File: config.mk
export PLATFORM = sky130hd
export DESIGN_NAME = uart_tx_arbiter
export DESIGN_NICKNAME = d
export VERILOG_FILES = /design/src/rtl/uart_tx_arbiter.sv
export SDC_FILE = /design/constraint.sdc
export NUM_CORES = 1
export LEC_CHECK = 0
export CAP_MARGIN = 15
export CORE_UTILIZATION = 46
export CTS_BUF_LIST = sky130_fd_sc_hd__clkbuf_16
export DETAILED_ROUTE_END_ITERATION = 8
export GPL_TIMING_DRIVEN = 0
export PLACE_DENSITY = 0.85
export REMOVE_ABC_BUFFERS = 1
export SLEW_MARGIN = 20
export SYNTH_ARGS = -nofsm -noshare
export SYNTH_HDL_FRONTEND = slang
export SYNTH_SLANG_ARGS = --single-unit
File: constraint.sdc
create_clock -name clk_i -period 4.5 [get_ports clk_i]
set_clock_uncertainty 0.15 [all_clocks]
set_input_delay 0.675 -clock clk_i [delete_from_list [all_inputs] [get_ports clk_i]]
set_output_delay 0.675 -clock clk_i [all_outputs]
set_load 0.02 [all_outputs]
File: src/rtl/uart_tx_arbiter.sv
// Round-robin arbiter sharing one UART transmitter among N byte requesters.
// Optional packet lock (keep the grant until req_last) enabled by TX_ARB_LOCK_EN.
module uart_tx_arbiter #(
  parameter int unsigned N = 4
) (
  input  logic             clk_i,
  input  logic             rst_i,
  input  logic [N-1:0]     req_valid_i,
  input  logic [8*N-1:0]   req_data_i,
  input  logic [N-1:0]     req_last_i,
  output logic [N-1:0]     req_ready_o,
  output logic [N-1:0]     gnt_o,
  output logic [7:0]       tx_data_o,
  output logic             tx_start_o,
  input  logic             tx_ready_i,
  output logic             busy_o,
  output logic [15:0]      byte_cnt_o
);

  localparam int unsigned IW = (N > 1) ? $clog2(N) : 1;

  typedef enum logic [2:0] {
    S_IDLE,
    S_START,
    S_WAIT_LO,
    S_WAIT_HI,
    S_HOLD
  } state_t;

  state_t          state_q;
  logic [IW-1:0]   ptr_q;
  logic [IW-1:0]   owner_q;
  logic [N-1:0]    req_ready_q;
  logic [N-1:0]    gnt_q;
  logic [7:0]      tx_data_q;
  logic            tx_start_q;
  logic            busy_q;
  logic [15:0]     byte_cnt_q;

  logic [IW-1:0]   pick_idx;
  logic            pick_vld;
  logic [IW:0]     scan_sum;
  logic [IW-1:0]   ptr_nxt;

`ifdef TX_ARB_LOCK_EN
  logic            last_q;
`else
  logic            unused_last;
  assign unused_last = ^req_last_i;
`endif

  // First valid requester scanning from ptr_q upward with wrap-around.
  always_comb begin
    pick_idx = '0;
    pick_vld = 1'b0;
    scan_sum = '0;
    for (int unsigned k = 0; k < N; k++) begin
      scan_sum = {1'b0, ptr_q} + (IW+1)'(k);
      if (scan_sum >= (IW+1)'(N)) begin
        scan_sum = scan_sum - (IW+1)'(N);
      end
      if (!pick_vld && req_valid_i[scan_sum[IW-1:0]]) begin
        pick_vld = 1'b1;
        pick_idx = scan_sum[IW-1:0];
      end
    end
  end

  assign ptr_nxt = (owner_q == IW'(N-1)) ? '0 : owner_q + IW'(1);

  always_ff @(posedge clk_i) begin
    if (rst_i) begin
      state_q     <= S_IDLE;
      ptr_q       <= '0;
      owner_q     <= '0;
      req_ready_q <= '0;
      gnt_q       <= '0;
      tx_data_q   <= '0;
      tx_start_q  <= 1'b0;
      busy_q      <= 1'b0;
      byte_cnt_q  <= '0;
`ifdef TX_ARB_LOCK_EN
      last_q      <= 1'b0;
`endif
    end else begin
      req_ready_q <= '0;
      tx_start_q  <= 1'b0;
      case (state_q)
        S_IDLE: begin
          if (pick_vld) begin
            req_ready_q <= N'(1) << pick_idx;
            gnt_q       <= N'(1) << pick_idx;
            tx_data_q   <= req_data_i[{pick_idx, 3'b000} +: 8];
            owner_q     <= pick_idx;
            busy_q      <= 1'b1;
            state_q     <= S_START;
`ifdef TX_ARB_LOCK_EN
            last_q      <= req_last_i[pick_idx];
`endif
          end
        end
        // The core may still be finishing a frame from before a reset.
        S_START: begin
          if (tx_ready_i) begin
            tx_start_q <= 1'b1;
            state_q    <= S_WAIT_LO;
          end
        end
        S_WAIT_LO: begin
          if (!tx_ready_i) begin
            state_q <= S_WAIT_HI;
          end
        end
        S_WAIT_HI: begin
          if (tx_ready_i) begin
            byte_cnt_q <= byte_cnt_q + 16'd1;
`ifdef TX_ARB_LOCK_EN
            if (!last_q) begin
              state_q <= S_HOLD;
            end else begin
              ptr_q   <= ptr_nxt;
              gnt_q   <= '0;
              busy_q  <= 1'b0;
              state_q <= S_IDLE;
            end
`else
            ptr_q   <= ptr_nxt;
            gnt_q   <= '0;
            busy_q  <= 1'b0;
            state_q <= S_IDLE;
`endif
          end
        end
`ifdef TX_ARB_LOCK_EN
        // Packet in progress: only the current owner may continue.
        S_HOLD: begin
          if (req_valid_i[owner_q]) begin
            req_ready_q <= gnt_q;
            tx_data_q   <= req_data_i[{owner_q, 3'b000} +: 8];
            last_q      <= req_last_i[owner_q];
            state_q     <= S_START;
          end
        end
`endif
        default: begin
          gnt_q   <= '0;
          busy_q  <= 1'b0;
          state_q <= S_IDLE;
        end
      endcase
    end
  end

  assign req_ready_o = req_ready_q;
  assign gnt_o       = gnt_q;
  assign tx_data_o   = tx_data_q;
  assign tx_start_o  = tx_start_q;
  assign busy_o      = busy_q;
  assign byte_cnt_o  = byte_cnt_q;

endmodule

# Yosys cells after proc, flatten, opt, wreduce, memory -nomap -nowiden
# Cells that the tools add are included.
op_classes:
  addsub: 9
  order_cmp: 8
  n_eq_ne: 8
  n_shift: 2
  mux: 33
  bitwise_logic: 4
  reduce_logical: 14
ops:
  columns: ["operator", "count"]
  rows:
  - ["$shiftx 32x6->8", 1]
  - ["$mux 2", 9]
  - ["$add 16x1->16 const B", 1]
  - ["$lt 2x3->1 const B", 4]
  - ["$mux 3", 4]
  - ["$pmux 3 s4", 1]
  - ["$pmux 4 s3", 1]
  - ["$mux 1", 11]
  - ["$ge 3x3->1 const B", 3]
  - ["$bmux 1 s2", 4]
  - ["$mux 4", 2]
  - ["$ne 2x2->1 const B", 4]
  - ["$sub 2x1->2 const B", 4]
  - ["$add 2x2->3 const B", 2]
  - ["$eq 3x2->1 const B", 2]
  - ["$not 1->1", 4]
  - ["$reduce_and 2->1", 2]
  - ["$reduce_and 4->1", 1]
  - ["$reduce_or 2->1", 2]
  - ["$shl 1x2->4 const A", 1]
  - ["$add 2x1->3 const B", 1]
  - ["$eq 3x1->1 const B", 1]
  - ["$ge 2x3->1 const B", 1]
  - ["$logic_and 1x1->1", 3]
  - ["7 further kinds", 9]
totals:
  register_bits: 41
  in_bits: 43
  out_inout_bits: 34
  word_cells: 87

# Longest topological paths before layout
depth:
  ltp_word: 17
  depth_mapped: 7
  depth_no_buf: 7

# Worst setup path before layout
# Ideal clock, no wire load.
synth_timing:
  path_type: "input to register"
  start: "input req_valid_i[0]"
  end: "register tx_data_q[0] (netlist: tx_data_o[0])"
  setup_ps: 135
  arrival_time_ps: 1766
  t_required_ps: 4215
  slack_ps: 2449
  path_stages: 6
  path_buffers: 1
  cell_sequence: "nor4_1 > nand2b_1 > clkbuf_1 > nor2_1 > nand2_1 > o221ai_1"
synth_via:
  elab_chain_cells: 13
  elab_cells_between_ends: 24
  classes_between: "shift (1); mux (16); reduce/logical (7)"
synth_rtl:
  columns: ["element", "line", "source"]
  rows:
  - ["start, declared", "8", "input logic [N-1:0] req_valid_i,"]
  - ["$bmux 1 s2", "62", "if (!pick_vld && req_valid_i[scan_sum[IW-1:0]]) begin"]
  - ["$mux 1 (implied by the code)", "62", null]
  - ["$mux 1", "62", null]
  - ["$logic_not 1->1", "62", null]
  - ["$logic_and 1x1->1", "62", null]
  - ["$mux 1", "62", null]
  - ["$logic_not 1->1", "62", null]
  - ["$logic_and 1x1->1", "62", null]
  - ["$mux 1", "62", null]
  - ["$logic_not 1->1", "62", null]
  - ["$logic_and 1x1->1", "62", null]
  - ["$mux 2 / $mux 1 (equally long branches)", "62", null]
  - ["$shiftx 32x6->8 / $reduce_and 2->1 (equally long branches)", null, null]
  - ["end signal, assigned", "93", "tx_data_q <= req_data_i[{pick_idx, 3'b000} +: 8];"]
  - ["end, declared", "35", "logic [7:0] tx_data_q;"]
# Parallel ways exist; a longest one is shown, timed or not. The select of a mux whose other input is x is not followed.
# A chain may end at the register's enable or synchronous reset.

# Worst setup path in the final report
layout_timing:
  start: "input req_valid_i[1]"
  end: "register tx_data_q[7] (netlist: tx_data_o[7])"
# The elaborated chain is that of the path after synthesis.

==> results.sh <==
export IMPL_ys_flop_type="dfxtp_1"
export IMPL_final_antenna_net_count=0
export IMPL_cts_inserted_buffers=5
export IMPL_tns_ns=0
export IMPL_dr_pass1_iters=6
export IMPL_fp_dieW_um=66.5
export IMPL_routabilityCongestion=0.815
export IMPL_p_seq_share_pct=36.1
export IMPL_drt_wl_total_um=4570
export IMPL_end_kind="flip-flop"
export IMPL_hold_class="reg2reg"
export IMPL_worstSkewPairLatency_ns=0.28
export IMPL_cts_buffer_depth=2
export IMPL_port_buffers=72
export IMPL_utilization_pct=69.8
export IMPL_clk_pin_slew_ns=0.06
export IMPL_grt_first_pass_wirelength_um=7110
export IMPL_ys_warnings_count=0
export IMPL_setup_viol=0
export IMPL_max_slew_margin_pct=29.5
export IMPL_ys_seq_area_share_pct=41.9
export IMPL_syn_area_per_cell_sq_um=8.77
export IMPL_ys_types=34
export IMPL_cp_arrival_ns=2.86
export IMPL_drive_gt1_share_pct=4.20
export IMPL_grt_overflow=0
export IMPL_ys_seq_elements=40
export IMPL_coreArea_sq_um=4000
export IMPL_grt_max_degree=40
export IMPL_power_density_nw_per_um2=435
export IMPL_grt_antenna_before_repair=0
export IMPL_cp_data_required_time_ns=4.49
export IMPL_synthesis_area_sq_um=1910
export IMPL_p_int_mw=0.844
export IMPL_drt_iter0_drc=91
export IMPL_power_leakage_nw=1.08
export IMPL_cts_htree_levels=2
export IMPL_power_mw=1.22
export IMPL_max_freq_mhz=349
export IMPL_grt_pass1_vias=1568
export IMPL_post_cts_resized=0
export IMPL_min_period_ns=2.87
export IMPL_clkPwrFrac_pct=32.6
export IMPL_clock_sinks=40
export IMPL_rsz0062_at_grt="no"
export IMPL_place_detailed_hpwl_um=3100
export IMPL_num_rows=23
export IMPL_area_growth_pct=46.1
export IMPL_post_cts_buffers=0
export IMPL_cts_tree="done"
export IMPL_synth_edf_count=0
export IMPL_power_frac_comb_pct=31.2
export IMPL_finalHoldViolations=0
export IMPL_fillers=349
export IMPL_start_util_pct=47.8
export IMPL_maxCapViolCount=0
export IMPL_detail_route_vias_per_cell=5.30
export IMPL_crit_fanout=15
export IMPL_maxSlewViolCount=0
export IMPL_diodes=0
export IMPL_drc=0
export IMPL_worst_pin_slew_ns=1.06
export IMPL_layout_commonest_cell="clkdlybuf4s50_1"
export IMPL_netSwitchingFraction_pct=30.5
export IMPL_grt_use_total_pct=21.3
export IMPL_final_nets=334
export IMPL_fin_crit_sh_pct=63.7
export IMPL_wl_per_cell_um=13.6
export IMPL_status="finished clean"
export IMPL_vias=1781
export IMPL_die_h_um=66.5
export IMPL_final_cell_mix="clkdlybuf4s50_1, dfxtp_1, nor2_1"
export IMPL_syn_inst=218
export IMPL_p_sw_mw=0.371
export IMPL_cp_start_kind="primary input"
export IMPL_critical_path_class="in2reg"
export IMPL_synthArstFlopShare_pct=0
export IMPL_die_area_sq_um=4420
export IMPL_ctsHoldBuffers=0
export IMPL_ios=77
export IMPL_clockRootBuffer="clkbuf_16"
export IMPL_vdd_drop_max_v=0.000380
==> sequential cells by signal, summed over array words and instances (netlist names) <==
name / cells
req_ready_o: 4
ptr_q: 2
state_q: 2
owner_q: 2
tx_start_o: 1
tx_data_o: 8
busy_o: 1
gnt_o: 4
byte_cnt_o: 16
==> synth_stat cells, types with 3 or more instances <==
| library cell | instances | area share (%) |
|---|---|---|
| dfxtp_1 | 40 | 42 |
| ha_1 | 6 | 3.9 |
| nor2_1 | 29 | 5.7 |
| nand3_1 | 4 | 1.0 |
| o221ai_1 | 8 | 3.7 |
| nand2b_1 | 3 | 0.98 |
| buf_2 | 4 | 1.0 |
| clkbuf_1 | 6 | 1.2 |
| nand3b_1 | 10 | 3.9 |
| nor4_1 | 4 | 1.3 |
| o21ai_0 | 5 | 1.3 |
| mux2i_1 | 18 | 9.4 |
| nand2_1 | 15 | 2.9 |
| nor3_1 | 6 | 1.6 |
| xnor2_1 | 8 | 3.7 |
| or3_1 | 7 | 2.3 |
| a21oi_1 | 14 | 3.7 |
| inv_1 | 11 | 2.2 |
==> path summary, 6_finish.rpt <==
path,start,end,slack [ns],cells past startpoint
max,req_valid_i[1],tx_data_o[7]$_SDFFE_PP0P_,1.63,6
min,gnt_o[1]$_SDFFE_PP0P_,gnt_o[1]$_SDFFE_PP0P_,0.32,2
max reg2reg,ptr_q[0]$_SDFFE_PP0P_,tx_data_o[4]$_SDFFE_PP0P_,2.29,5
min reg2reg,gnt_o[1]$_SDFFE_PP0P_,gnt_o[1]$_SDFFE_PP0P_,0.32,2
==> per-layer routing <==
| layer | up-vias | part of all wire (%) | track usage [%] |
|---|---|---|---|
| li1 | 897 | - | - |
| met1 | 825 | 44 | 24.2 |
| met2 | 55 | 51 | 39.0 |
| met3 | 4 | 4.4 | 6.16 |
| met4 | 0 | 0.81 | 4.79 |
| met5 | - | 0 | 0 |
==> per-stage QoR <==
stage | cells | setup WS [ns] | hold WS (ns) | cell area (sq um)
2_1_floorplan | 206 | 2.28 | 0.318 | 1850
3_3_place_gp | 328 | 1.39 | 0.296 | 2630
3_5_place_dp | 328 | 1.39 | 0.311 | 2630
4_1_cts | 336 | 1.67 | 0.328 | 2790
5_1_grt | 336 | 1.48 | 0.343 | 2790
6_report | 336 | 1.63 | 0.324 | 2790
==> worst max-delay path, cell delays in order <==
cell and delay [ns]:
clkdlybuf4s50_1 0.48, nor4_1 0.49, nand2b_1 0.59, nor2_1 0.14
nand2_1 0.28, o221ai_1 0.19
==> power groups by stage <==
stage / Clock, mW / Sequential (mW) / Combinational [mW]
2_1_floorplan: 0 / 0.495 / 0.166
3_3_place_gp: 0 / 0.444 / 0.374
4_1_cts: 0.402 / 0.439 / 0.382
6_report: 0.397 / 0.439 / 0.380
3_5_place_dp: 0 / 0.445 / 0.379
5_1_grt: 0.420 / 0.445 / 0.414
==> logic make-up (layout without fill, tap and decap cells) <==
kind of cell | count (synthesis) | in the layout | synth area share, %
AOI/OAI and AO/OA | 34 | 34 | 11.7
xor gates and xnor gates | 10 | 10 | 4.58
DFF | 40 | 40 | 41.9
and+or+nand+nor | 87 | 87 | 23.2
buffers and inverters | 23 | 91 | 5.37
muxes | 18 | 18 | 9.42
adders and majority gates | 6 | 6 | 3.93
==> area by class of cell <==
class / instances / area (sq um) / share of cell area, %
clock buffer: 5 / 125 / 4.48
clock inverter: 3 / 38.8 / 1.39
sequential: 40 / 801 / 28.7
inverter: 11 / 41.3 / 1.48
multi-input combinational: 155 / 1010 / 36.1
tap: 50 / 62.6 / 2.24
timing repair buffer: 72 / 716 / 25.6
Power figures use the tool's default switching activity.
